**config.mk**
```make
export PLATFORM = sky130hd
export DESIGN_NAME = tm1638_scan_ctrl
export DESIGN_NICKNAME = d
export VERILOG_FILES = /design/src/rtl/tm1638_scan_ctrl.sv
export SDC_FILE = /design/constraint.sdc
export NUM_CORES = 1
export LEC_CHECK = 0
export ABC_CLOCK_PERIOD_IN_PS = 4700
export CORE_MARGIN = 2
export CORE_UTILIZATION = 51
export CTS_CLUSTER_SIZE = 8
export DETAILED_ROUTE_END_ITERATION = 6
export PLACE_DENSITY = 0.86
export SYNTH_ARGS = -nofsm -noshare
export SYNTH_HDL_FRONTEND = slang
export SYNTH_SLANG_ARGS = --single-unit
```
**constraint.sdc**
```tcl
create_clock -name clkinput -period 4.7 [get_ports clkinput]
set_input_delay 1.41 -clock clkinput [delete_from_list [all_inputs] [get_ports clkinput]]
set_output_delay 1.41 -clock clkinput [all_outputs]
set_load 0.02 [all_outputs]
```
**src/rtl/tm1638_scan_ctrl.sv**
```systemverilog
// rtl/tm1638_scan_ctrl.sv - TM1638 continuous display refresh: commands, digit/LED data, brightness
// Optional key read phase after the display-control command: define TM1638_KEY_SCAN_EN.
module tm1638_scan_ctrl #(
  parameter int CLK_DIV    = 4,
  parameter int NUM_DIGITS = 8,
  parameter int FRAME_GAP  = 64,
  parameter int STB_GAP    = 4
) (
  input  logic                    clkinput,
  input  logic                    rst_n,
  input  logic [8*NUM_DIGITS-1:0] seg_data,
  input  logic [NUM_DIGITS-1:0]   led,
  input  logic                    display_on,
  input  logic [2:0]              brightness,
  input  logic                    hold,
  output logic                    busy,
  output logic                    frame_done,
  output logic                    tm_clk,
  output logic                    tm_stb,
  output logic                    tm_dio_out,
  output logic                    tm_dio_oe,
  input  logic                    tm_dio_in,
  output logic [31:0]             keys,
  output logic                    keys_valid
);

  localparam logic [15:0] DIV_LAST  = 16'(CLK_DIV - 1);
  localparam logic [15:0] DIV_HALF  = 16'(CLK_DIV);
  localparam logic [15:0] BIT_LAST  = 16'(2 * CLK_DIV - 1);
  localparam logic [15:0] GAP_LAST  = 16'(FRAME_GAP - 1);
  localparam logic [15:0] STB_LAST  = 16'(STB_GAP - 1);
  localparam logic [3:0]  BYTE_LAST = 4'(2 * NUM_DIGITS - 1);
`ifdef TM1638_KEY_SCAN_EN
  localparam logic [15:0] WAIT_LAST = 16'(((2 * CLK_DIV > 4) ? 2 * CLK_DIV : 4) - 1);
`endif

  typedef enum logic [2:0] {GAP, CMD1, CMD2, DATA, CMD3, KEY, DONE} state_t;
  typedef enum logic [2:0] {S_LEAD, S_BITS, S_WAIT, S_READ, S_TRAIL} step_t;

  state_t state, state_d;
  step_t  step, step_d;
  logic [15:0] cnt, cnt_d;
  logic [4:0]  bit_idx, bit_d;
  logic [3:0]  byte_idx, byte_d, byte_nxt;
  logic [7:0]  shreg, sh_val, cmd_byte, data_nxt;
  logic        latch_en, sh_load, sh_shift;

  logic [8*NUM_DIGITS-1:0] seg_q;
  logic [NUM_DIGITS-1:0]   led_q;
  logic                    disp_q;
  logic [2:0]              bright_q;
  logic [63:0]             seg_pad;
  logic [7:0]              led_pad;

`ifdef TM1638_KEY_SCAN_EN
  logic        key_shift, key_commit;
  logic [31:0] key_sh, keys_q;
`endif

  // Zero-padded views keep the byte mux independent of NUM_DIGITS.
  always_comb begin
    seg_pad = '0;
    led_pad = '0;
    for (int k = 0; k < NUM_DIGITS; k++) begin
      seg_pad[8*k +: 8] = seg_q[8*k +: 8];
      led_pad[k]        = led_q[k];
    end
    byte_nxt = byte_idx + 4'd1;
    data_nxt = byte_nxt[0] ? {7'b0, led_pad[byte_nxt[3:1]]}
                           : seg_pad[{byte_nxt[3:1], 3'b000} +: 8];
    case (state)
      CMD1:    cmd_byte = 8'h40;
      CMD2:    cmd_byte = 8'hC0;
      KEY:     cmd_byte = 8'h42;
      default: cmd_byte = {4'b1000, disp_q, bright_q};
    endcase
  end

  always_ff @(posedge clkinput or negedge rst_n) begin
    if (!rst_n) begin
      state    <= GAP;
      step     <= S_LEAD;
      cnt      <= '0;
      bit_idx  <= '0;
      byte_idx <= '0;
    end else begin
      state    <= state_d;
      step     <= step_d;
      cnt      <= cnt_d;
      bit_idx  <= bit_d;
      byte_idx <= byte_d;
    end
  end

  always_comb begin
    state_d  = state;
    step_d   = step;
    cnt_d    = cnt + 16'd1;
    bit_d    = bit_idx;
    byte_d   = byte_idx;
    latch_en = 1'b0;
    sh_load  = 1'b0;
    sh_shift = 1'b0;
    sh_val   = cmd_byte;
`ifdef TM1638_KEY_SCAN_EN
    key_shift  = 1'b0;
    key_commit = 1'b0;
`endif
    case (state)
      GAP: begin
        // Counter saturates so a released hold starts the frame on the next edge.
        if (cnt >= GAP_LAST) begin
          cnt_d = cnt;
          if (!hold) begin
            latch_en = 1'b1;
            state_d  = CMD1;
            step_d   = S_LEAD;
            cnt_d    = '0;
          end
        end
      end
      DONE: begin
        state_d = GAP;
        step_d  = S_LEAD;
        cnt_d   = '0;
      end
      default: begin
        case (step)
          S_LEAD: begin
            if (cnt == DIV_LAST) begin
              step_d  = S_BITS;
              cnt_d   = '0;
              bit_d   = '0;
              sh_load = 1'b1;
            end
          end
          S_BITS: begin
            if (cnt == BIT_LAST) begin
              cnt_d = '0;
              if (bit_idx != 5'd7) begin
                bit_d    = bit_idx + 5'd1;
                sh_shift = 1'b1;
              end else begin
                bit_d = '0;
                case (state)
                  CMD2: begin
                    state_d = DATA;
                    byte_d  = '0;
                    sh_load = 1'b1;
                    sh_val  = seg_pad[7:0];
                  end
                  DATA: begin
                    if (byte_idx == BYTE_LAST) begin
                      step_d = S_TRAIL;
                    end else begin
                      byte_d  = byte_nxt;
                      sh_load = 1'b1;
                      sh_val  = data_nxt;
                    end
                  end
`ifdef TM1638_KEY_SCAN_EN
                  KEY:     step_d = S_WAIT;
`endif
                  default: step_d = S_TRAIL;
                endcase
              end
            end
          end
`ifdef TM1638_KEY_SCAN_EN
          S_WAIT: begin
            if (cnt == WAIT_LAST) begin
              step_d = S_READ;
              cnt_d  = '0;
              bit_d  = '0;
            end
          end
          S_READ: begin
            key_shift = (cnt == DIV_HALF);
            if (cnt == BIT_LAST) begin
              cnt_d = '0;
              if (bit_idx == 5'd31) step_d = S_TRAIL;
              else                  bit_d  = bit_idx + 5'd1;
            end
          end
`endif
          S_TRAIL: begin
            if (cnt == STB_LAST) begin
              cnt_d  = '0;
              step_d = S_LEAD;
              case (state)
                CMD1: state_d = CMD2;
                DATA: state_d = CMD3;
`ifdef TM1638_KEY_SCAN_EN
                CMD3: state_d = KEY;
                KEY: begin
                  state_d    = DONE;
                  key_commit = 1'b1;
                end
`endif
                default: state_d = DONE;
              endcase
            end
          end
          default: ;
        endcase
      end
    endcase
  end

  always_ff @(posedge clkinput or negedge rst_n) begin
    if (!rst_n) begin
      seg_q    <= '0;
      led_q    <= '0;
      disp_q   <= 1'b0;
      bright_q <= '0;
      shreg    <= '0;
    end else begin
      if (latch_en) begin
        seg_q    <= seg_data;
        led_q    <= led;
        disp_q   <= display_on;
        bright_q <= brightness;
      end
      if (sh_load)       shreg <= sh_val;
      else if (sh_shift) shreg <= {1'b0, shreg[7:1]};
    end
  end

  assign busy       = (state != GAP) && (state != DONE);
  assign frame_done = (state == DONE);
  assign tm_stb     = !busy || (step == S_TRAIL);
  assign tm_clk     = !(busy && (step == S_BITS || step == S_READ) && cnt < DIV_HALF);
  assign tm_dio_out = busy && (step == S_BITS) && shreg[0];

`ifdef TM1638_KEY_SCAN_EN
  always_ff @(posedge clkinput or negedge rst_n) begin
    if (!rst_n) begin
      key_sh <= '0;
      keys_q <= '0;
    end else begin
      if (key_shift)  key_sh <= {tm_dio_in, key_sh[31:1]};
      if (key_commit) keys_q <= key_sh;
    end
  end

  assign keys       = keys_q;
  assign keys_valid = frame_done;
  assign tm_dio_oe  = !(busy && (step == S_WAIT || step == S_READ));
`else
  logic unused_dio;
  assign unused_dio = tm_dio_in;
  assign keys       = '0;
  assign keys_valid = 1'b0;
  assign tm_dio_oe  = 1'b1;
`endif

endmodule
```
Word level (Yosys, flattened, before mapping)
Cells that the tools add are included.
- register bits: 115
- input port bits: 80
- output and inout bits: 39
- word-level logic and storage cells: 125
- $add $sub $neg: 3
- $lt $le $gt $ge: 3
- equal/unequal tests: 26
- shifts and indexed selects: 1
- muxes and demuxes: 57
- bitwise logic cells: 2
- reduce and logical (&&, ||, !) cells: 23
- operator list (cell ; number):
    16-bit 2-to-1 mux ; 4
    8-bit 2-to-1 mux ; 8
    16-bit case mux with 2 select lines ; 2
    64-bit by 7-bit indexed part select with 8-bit output ; 1
    3-bit 2-to-1 mux ; 13
    3-bit case mux with 2 select lines ; 5
    8-bit case mux with 3 select lines ; 1
    16-bit by 1-bit adder with 16-bit output, second input constant ; 1
    16-bit by 2-bit equality test with 1-bit output, second input constant ; 1
    16-bit by 3-bit equality test with 1-bit output, second input constant ; 1
    16-bit by 6-bit greater-or-equal comparator with 1-bit output, second input constant ; 1
    16-bit by 3-bit < comparator with 1-bit output, second input constant ; 1
    8-bit case mux with 2 select lines ; 1
    5-bit 2-to-1 mux ; 3
    1-bit 2-to-1 mux ; 13
    4-bit by 3-bit inequality test with 1-bit output, second input constant ; 3
    2-bit inequality test, second input constant ; 5
    5-bit case mux with 2 select lines ; 1
    3-bit by 2-bit equality test with 1-bit output, second input constant ; 3
    3-bit equality test, second input constant ; 3
    3-bit case mux with 3 select lines ; 1
    9-bit AND reduction ; 1
    4-bit inequality test, second input constant ; 2
    4-bit case mux with 2 select lines ; 1
    other kinds (25) ; 39

Depth between registers and ports, before layout
Gate-level depths: netlist (run 1).
- word-level depth: 11
- gate-level depth with buffers: 10
- gate-level depth less buffers: 8

Least setup slack after synthesis (run 1)
Ideal clock, no wire load.
- path kind: input port to output port
- start: input state[1]
- end: output tm_dio_out
- arrival time: 1.611 ns
- required time: 3.290 ns
- setup slack: 1.679 ns
- stages: 6
- path buffers: 1
- path through: dfrtp_1 buf_2 xor2_1 nor2_1 clkinv_1 and3_1
- cells in the longest elaborated chain, start to end: 4
- elaborated cells on any way between the ends: 5
- those cells by class: 1 x eq/ne; 4 x reduce/logical
- RTL lines (element ; RTL line ; RTL):
    from (decl) ; 40 ; state_t state, state_d;
    3-bit inequality test or 3-bit nonzero test (tied branches) ; 229 ; assign busy = (state != GAP) && (state != DONE);
    1-bit logical AND (*) ; 229 ;
    named net busy ; 16 ; output logic busy,
    1-bit logical AND (*) (2 in a row) ; 233 ; assign tm_dio_out = busy && (step == S_BITS) && shreg[0];
    to (decl) ; 20 ; output logic tm_dio_out,
The timed path passes the listed nets; every way through them passes the cells marked *.

Final worst setup path (run 1)
- start: input state[1]
- end: output tm_dio_out
- cells in the longest elaborated chain, start to end: 4
- elaborated cells on any way between the ends: 5
- those cells by class: 1 x eq/ne; 4 x reduce/logical
- RTL lines (element ; RTL line):
    3-bit inequality test or 3-bit nonzero test (tied branches) ; 229
    1-bit logical AND (*) ; 229
    1-bit logical AND (*) (2 in a row) ; 233
Every way passes the cells marked *; elsewhere a longest branch is shown, timed or not.

==> results of run 1 <==
[flip-flops by register name, summed over array words and instances (netlist names)]
name,flops
state,3
bit_idx,5
disp_q,1
led_pad,8
byte_idx,4
step,2
seg_pad,64
bright_q,3
cnt,16
shreg,8
[logic make-up after synthesis]
kind of cell             Yosys count
AND/OR/NAND/NOR                  140
flip-flops                       114
multiplexers                     113
AO/OA/AOI/OAI                     72
buffers and inverters             71
XOR/XNOR                          14
adder cells (fa/ha/maj)            8
other                              2
[power groups by stage]
stage / clock, W / sequential [W] / combinational, W
final: 0.00144 / 0.00119 / 0.000844
after global routing: 0.00150 / 0.00120 / 0.000932
after CTS: 0.00145 / 0.00119 / 0.000839
after detailed placement: 0 / 0.00120 / 0.000830
after global placement: 0 / 0.00119 / 0.000790
after floorplan: 0 / 0.00115 / 0.000639
[per-stage QoR]
step                      power [W]  worst slack [ns]  util (%)  std cells
after floorplan             0.00179              1.68         -        566
after global placement      0.00198              1.10      58.8        742
after detailed placement    0.00203              1.02      58.8        742
after CTS                   0.00348             0.584      64.3        773
after global routing        0.00364             0.401      64.3        773
final                       0.00348             0.563      64.3        773
[placed cells by master (no fill, tap or decap), types with 3 or more instances in the layout]
master and instances:
dfrtp_1 114, o2bb2ai_1 5, mux2_1 3, xor2_1 10, nor2_2 3, mux2i_1 21, mux2_2 74, o21ai_0 21
a22o_1 3, mux4_1 3, nand2b_1 4, a2bb2oi_1 3, nand3_1 11, and2_1 3, a21o_1 5, nand4_1 10
and4_1 4, conb_1 34, or3_1 4, clkbuf_8 4, a21oi_1 9, nor3b_1 3, bufinv_16 5, clkbuf_16 17
o41ai_1 3, inv_1 11, clkdlybuf4s50_1 82, nor2_1 29, nor2b_1 4, nand2_1 31, mux4_2 12, and3_1 5
nor3_1 10, nor4_4 3, buf_4 5, ha_1 8
[layer usage]
layer / share of wire, % / GRT usage (%) / wire length (um) / up-vias
li1: - / - / - / 2037
met1: 40 / 27.8 / 5790 / 2263
met2: 52 / 39.1 / 7450 / 165
met3: 6.1 / 6.33 / 866 / 21
met4: 1.4 / 8.35 / 198 / 0
met5: 0 / 0 / 0 / -
[layout make-up]
type	instances	share of cell area, %
clock inverter	9	2.28
clock buffer	22	6.27
multi-input combinational	381	40.4
inverter	13	0.632
timing repair buffer	87	11.1
sequential	114	36.9
tap	147	2.38
[worst paths after layout]
kind | from | endpoint | slack [ns]
setup / recovery | state[1] | tm_dio_out | 0.56
hold / removal | seg_pad[54] | seg_pad[54] | 0.50
hold reg to reg | seg_pad[54] | seg_pad[54] | 0.50
setup reg to reg | step[2] | shreg[2] | 1.76
max in group asynchronous | rst_n | cnt[13] | 2.83
min in group asynchronous | rst_n | step[0] | 0.99
[worst max-delay path, cell delays in order (launching register included)]
cell and delay, ns:
dfrtp_1 0.55, xor2_1 0.21, nor2_1 0.36, clkinv_1 0.37
and3_1 0.29, clkdlybuf4s50_1 0.53
==> flow_summary_export.csv, run 1 <==
group,metric,value,unit
routing,wl_per_cell,18.5,um
routing,vias,4486,
layout,nets,702,
power,clockPowerShare,41.4,%
setup_path,criticalPathCategory,"register to output port",
timing,slew-limit-headroom,26.1,%
routing,via_per_inst,5.80,
cts,cts_hold_buf,0,
global_routing,groute.usage.overall,22.9,%
routing,dr.first_iter.drc_count,344,
timing,finalCritPeriodShare,88.0,%
floorplan,initial_core_util,52.4,%
timing,setup_tns,0,ns
power,pwr-share-comb,24.3,%
global_routing,grt_max_degree,78,
logic_synthesis,synthAdderAreaFrac,1.59,%
power,p_sw_share,29.8,%
global_routing,grt_pass1_wl,23400,um
power,internal_power,0.00244,W
routing,ant_nets,0,
floorplan,die_height,115,um
logic_synthesis,synth_area_leaders,"dfrtp_1 45%, mux2_2 13%, buf_4 4.7%",
logic_synthesis,yosys.area_share.xor_xnor,2.07,%
cts,worstSkewPairLatency,0.41,ns
logic_synthesis,synth-compound-area-share,7.93,%
layout,syn2layout_area_growth,22.7,%
cts,clock-root-buffer,"clkbuf_16",
setup_path,crit_fanout,12,
place,place_area,7060,um2
cts,clock_sinks,114,
layout,seq_area,2850,um2
setup_path,start_kind,"register",
logic_synthesis,synth-edff-count,0,
floorplan,fp.dieW,115,um
place,port-buffer-count,83,
cts,cts_tree,"yes",
setup_path,required,3.29,ns
cts,post_cts_buffers,0,
timing,finalHoldViolCount,0,
min_path,hp-class,"register to register",
routing,firstDrtPassIters,4,
power,cellPowerDensity,450,nW/um2
logic_synthesis,async_flop_share,100,%
cts,htreeDepth,4,
place,gp_congestion,0.923,
job,drv_cap,0,
timing,fin_skew,0.00642,ns
cts,cts_made_buffers,17,
logic_synthesis,synthFlopType,"dfrtp_1",
floorplan,rows,40,
layout,drive_gt1_share,22.5,%
layout,diodes,0,
layout,multiInputGateArea,3120,um2
logic_synthesis,yosysMostFrequentCell,"dfrtp_1",
logic_synthesis,synth.avg_cell_area,11.8,um2
logic_synthesis,synth_cells,534,
logic_synthesis,yosys-mux-area-fraction,22.7,%
logic_synthesis,ys_warn_count,0,
timing,rsz0062_at_grt,"false",
cts,cts_resized,0,
timing,fmaxAchievable,242,MHz
floorplan,io_pins,119,
cts,clockBufferDepth,2,
timing,period_needed,4.14,ns
logic_synthesis,synth_top_area_share,45.3,%
power,ir_drop,0.233,mV
logic_synthesis,ys_seq_area_share,45.3,%
global_routing,grt_pass1_vias,4694,
place,dpl.hpwl,9450,um
floorplan,die_area,13200,um2
cts,clkTransAtPathRegs,0.05,ns
timing,setup_viol,0,
setup_path,reg2reg_depth,8,
floorplan,core_area,12000,um2
routing,finalWirelength,14300,um
setup_path,worstPathArrival,2.73,ns
run_status,run_status,"finished, final reports clean",
logic_synthesis,synth_cell_types,67,
min_path,hold_depth,1,
setup_path,end_kind,"output port",
logic_synthesis,syn_area,6290,um2
logic_synthesis,yosys.area_share.simple,13.1,%
logic_synthesis,yosys-top-cells-count,"114 x dfrtp_1, 74 x mux2_2, 39 x buf_4",
layout,fin_area,7720,um2
timing,hold_ws,0.496,ns
routing,drcViolationCount,0,
logic_synthesis,yosysTopAreaCell,"dfrtp_1",
power,p_sw,0.00104,W
logic_synthesis,synth_top_family_by_area,"multiplexers",
global_routing,antenna_found_initial,0,
global_routing,grt_overflow,0,
power,p_seq_share,34.3,%
power,p_leak,3.49,nW
logic_synthesis,ys_ff_latch,114,
timing,worstMarginPinSlew,1.11,ns
timing,slew_violations,0,
layout,fillers,853,
(Power assumes the default switching activity.)
==> run 2: changes to the inputs <==
- SKIP_LAST_GASP: not set -> 1
==> results of run 2 <==
Final layout, timing and power as in run 1 (identical DEF).
==> run 3: changes to the inputs <==
- CORE_ASPECT_RATIO: not set -> 1.2
- SLEW_MARGIN: not set -> 15
==> run 3 against run 2 <==
  * Non-clock buffer count up 2
  * Hold slack better by 0.0034 ns
  * Register-to-register slack worse by 0.02 ns
  * Global-route usage down 1.0 points
  * Combinational power down 2.6%
  * Count of clock-buffer cells in the layout down 4
  * Largest power group unchanged
  * Final cell count up 2.2%
  * Final area down 0.79%
  * Clock power down 13%
  * First-iteration DRC count down 31%
  * Setup slack worse by 0.018 ns
==> flow_summary_export.csv, run 3 (synthesis gave the netlist of run 1 again) <==
group,metric,value,unit
cts,clockBufferDepth,2,
setup_path,cpPeakStageDelay,0.56,ns
power,p_leak,3.45,nW
timing,finalCritPeriodShare,88.4,%
cts,cts_tree,"yes",
setup_path,start_kind,"register",
run_status,run_status,"finished, final reports clean",
setup_path,worst-path-buf-inv,2,
cts,cts_resized,0,
timing,setup_tns,0,ns
cts,htreeDepth,4,
cts,post_cts_buffers,0,
routing,vias,4538,
setup_path,worstPathArrival,2.74,ns
timing,setup_slack,0.545,ns
routing,firstDrtPassIters,6,
setup_path,timing.rr.end,"shreg[1]",
layout,fillers,849,
timing,fmaxAchievable,241,MHz
min_path,hp-class,"register to register",
timing,hold_ws,0.499,ns
cts,cts_made_buffers,17,
layout,drive_gt1_share,22.9,%
layout,diodes,0,
cts,clock-root-buffer,"clkbuf_16",
power,ir_drop,0.309,mV
layout,mostFrequentLayoutCells,"114 x dfrtp_1, 82 x clkdlybuf4s50_1, 74 x mux2_2",
timing,worstMarginPinSlew,0.996,ns
setup_path,reg2reg_slack,1.74,ns
place,gp_congestion,0.947,
setup_path,crit_slowest_cell,"dfrtp_1",
setup_path,crit_fanout,12,
cts,clock_sinks,114,
routing,ant_nets,0,
layout,fin_area,7660,um2
global_routing,antenna_found_initial,0,
routing,drcViolationCount,0,
floorplan,core_area,12100,um2
floorplan,io_pins,119,
routing,wl_per_cell,17.5,um
timing,slew-limit-headroom,33.5,%
routing,dr.first_iter.drc_count,238,
cts,clkTransAtPathRegs,0.06,ns
setup_path,reg2reg_depth,8,
setup_path,crit_start,"state[1]",
setup_path,criticalPathCategory,"register to output port",
global_routing,grt_pass1_wl,23000,um
job,drv_cap,0,
layout,syn2layout_area_growth,21.7,%
place,place_area,7090,um2
global_routing,grt_pass1_vias,4715,
routing,via_per_inst,5.74,
global_routing,groute.usage.overall,21.8,%
setup_path,crit_chain,"xor2_1 -> nor2_1 -> clkinv_1 -> and3_1 -> clkdlybuf4s50_1",
setup_path,crit_family,"buffers and inverters",
timing,setup_viol,0,
floorplan,fp.dieW,105,um
place,post-place-ws,1.02,ns
setup_path,required,3.29,ns
min_path,min-delay-start,"seg_pad[54]",
floorplan,initial_core_util,52.2,%
global_routing,grt_overflow,0,
floorplan,die_height,126,um
floorplan,die_area,13300,um2
setup_path,end_kind,"output port",
place,dpl.hpwl,9680,um
timing,fin_skew,0.0126,ns
timing,slew_violations,0,
place,port-buffer-count,83,
cts,worstSkewPairLatency,0.43,ns
layout,largest_reg_flops,64,
routing,finalWirelength,13800,um
global_routing,grt_max_degree,71,
cts,cts_hold_buf,0,
setup_path,cp.depth,5,
power,cellPowerDensity,427,nW/um2
layout,final_common_cell,"dfrtp_1",
timing,rsz0062_at_grt,"false",
layout,nets,704,
timing,finalHoldViolCount,0,
timing,period_needed,4.15,ns
setup_path,r2r_start,"step[2]",
setup_path,crit_end,"tm_dio_out",
floorplan,rows,44,
==> run 3: changes by cell type in the layout (fill, tap and decap cells not counted), sizes merged <==
cell,change
inv,+9
bufinv,-4
clkbuf,-4
buf,+2
==> run 3: worst min path at each step <==
stage | slack [ns] | endpoint | cells after the start
6_report | 0.50 | seg_pad[54] | 1
5_1_grt | 0.52 | seg_pad[30] | 1
4_1_cts | 0.50 | seg_pad[54] | 1
3_5_place_dp | 0.49 | seg_pad[54] | 1
3_3_place_gp | 0.47 | seg_pad[57] | 1
2_1_floorplan | 0.46 | seg_pad[57] | 1
==> run 3: area by class of cell <==
cell class	count	area, um2	share of cell area [%]
well taps	161	201	2.63
inverters	13	48.8	0.637
clock inverters	14	141	1.85
repair buffers	89	873	11.4
flip-flops and latches	114	2850	37.2
clock buffers	18	429	5.60
multi-input cells	381	3120	40.7
==> run 3: power breakdown <==
part	total [W]	switching, W	internal [W]	leakage [nW]
combinational	0.000822	0.000467	0.000355	1.69
sequential	0.00120	0.000111	0.00109	1.48
clock	0.00125	0.000507	0.000743	0.279
total	0.00327	0.00108	0.00218	3.45
==> run 3: metal layers <==
| layer | track usage [%] | vias to the layer above | share of wire [%] |
|---|---|---|---|
| li1 | - | 2043 | - |
| met4 | 9.96 | 0 | 2.4 |
| met3 | 6.00 | 31 | 6.5 |
| met2 | 37.2 | 178 | 53 |
| met5 | 0 | - | 0 |
| met1 | 25.6 | 2286 | 39 |
==> run 3: through the flow <==
| step | power, W | instances | util, % |
|---|---|---|---|
| 2_1_floorplan | 0.00179 | 566 | - |
| 3_3_place_gp | 0.00198 | 758 | 58.8 |
| 3_5_place_dp | 0.00202 | 758 | 58.8 |
| 4_1_cts | 0.00327 | 790 | 63.6 |
| 5_1_grt | 0.00342 | 790 | 63.6 |
| 6_report | 0.00327 | 790 | 63.6 |
==> variant (settings of run 3) <==
`FRAME_GAP`: 64 -> 32.
--- a/src/rtl/tm1638_scan_ctrl.sv
+++ b/src/rtl/tm1638_scan_ctrl.sv
@@ -5,3 +5,3 @@
   parameter int NUM_DIGITS = 8,
-  parameter int FRAME_GAP  = 64,
+  parameter int FRAME_GAP  = 32,
   parameter int STB_GAP    = 4
Formal check against the unedited RTL: no difference found for any inputs over 10 cycles, from zero or initial values and one cycle with rst_n low; that may be too few to reach the edited logic, so the function may still have changed.
==> variant against run 3 <==
- design area is 1.3% lower
- clock skew is 0.0041 ns lower
- sequential cell count stayed put
- synthesized area is 1.7% lower
- worst setup slack worse by 0.015 ns
- global-route usage is 0.17 points lower
- routed wire length is 4.0% lower
- critical path type unchanged
Power is not compared: it rests on default switching activity, and its combinational part moved more than twofold at a synthesized area within 25%.
==> variant: results (changes against run 3) <==
crit_arrival_ns: 2.76  # +0.02 ns
port_buffers: 83  # unchanged
synth_commonest_cells: "dfrtp_1 (114), mux2_1 (78), buf_4 (38)"
synth-main-ff-cell: "dfrtp_1"
postCtsSetupBuffers: 0  # unchanged
crit_fanout: 13  # +1
vias: 4421  # -2.6%
grt_use_total_pct: 21.7  # -0.17 points
dr.pass1.iters: 5  # -1
slowest_stage: "clkdlybuf4s50_1"
yosysUniqueCellTypes: 63  # -6.0%
avgSynthCellArea_um2: 11.9  # +1.3%
drt-initial-drc-count: 290  # +22%
place_hpwl_um: 9380  # -3.1%
ys_seq_area_share_pct: 46.1  # +0.78 points
p_switching_mw: 0.525
wire_per_inst_um: 17.1  # -2.0%
grt_max_degree: 78  # +9.9%
max_slew.worst_pin.slew_ns: 1.00  # +0.00800 ns
fin_worst_skew_ns: 0.00849  # -0.00411 ns
clkLatencyLatePin_ns: 0.41  # -0.02 ns
antenna_found_initial: 0  # unchanged
dpl_cell_area_mm2: 0.00697  # -1.7%
dp_cells: 742  # -2.1%
grt_pass1_wl_um: 22500  # -1.9%
fill_cells: 887  # +4.5%
drive_gt1_share_pct: 11.4  # -11 points
synth_area_leaders: "dfrtp_1 (46%), mux2_1 (14%), mux4_2 (6.6%)"
fin_nets: 688  # -2.3%
fin_cells: 774  # -2.0%
grt_pass1_vias: 4727  # +0.25%
status: "completed"
variant: worst paths after layout:
path                                   from     endpoint  slack (ns)  depth (start not counted)
worst max-delay path               state[1]       tm_clk        0.53                          6
worst min-delay path            seg_pad[19]  seg_pad[19]        0.48                          1
worst max register to register       cnt[0]     shreg[2]        1.69                          7
worst min register to register  seg_pad[19]  seg_pad[19]        0.48                          1
max in group asynchronous             rst_n  seg_pad[53]        2.73                          2
min in group asynchronous             rst_n   led_pad[0]        1.10                          1
variant: metal layers:
| metal | track usage [%] | part of all wire (%) | wire [µm] |
|---|---|---|---|
| met5 | 0 | 0 | 0 |
| met4 | 7.71 | 2.0 | 259 |
| met3 | 5.65 | 6.2 | 818 |
| met2 | 39.1 | 54 | 7090 |
| met1 | 24.6 | 38 | 5080 |
variant: kinds of logic after synthesis:
| logic type | Yosys count | share of synthesized area (%) |
|---|---|---|
| flops | 114 | 46.1 |
| buf+inv | 66 | 7.06 |
| fa+ha+maj | 8 | 1.62 |
| compound gates | 73 | 8.19 |
| mux | 113 | 23.5 |
| xor+xnor | 7 | 1.23 |
| simple gates | 135 | 12.2 |
| other cells | 2 | 0.121 |
variant: layout make-up:
| class | instances | area share [%] |
|---|---|---|
| well taps | 161 | 2.66 |
| flip-flops and latches | 114 | 37.7 |
| multi-input cells | 370 | 40.0 |
| repair buffers | 87 | 11.3 |
| inverters | 10 | 0.496 |
| clock buffers | 23 | 6.45 |
| clock inverters | 9 | 1.37 |
variant: critical path: cells and delay by family, from the launching register on:
kind | cells | cell delay, ns
flip-flops | 1 | 0.52
AND/OR/NAND/NOR | 4 | 1.07
buffers and inverters | 2 | 0.76
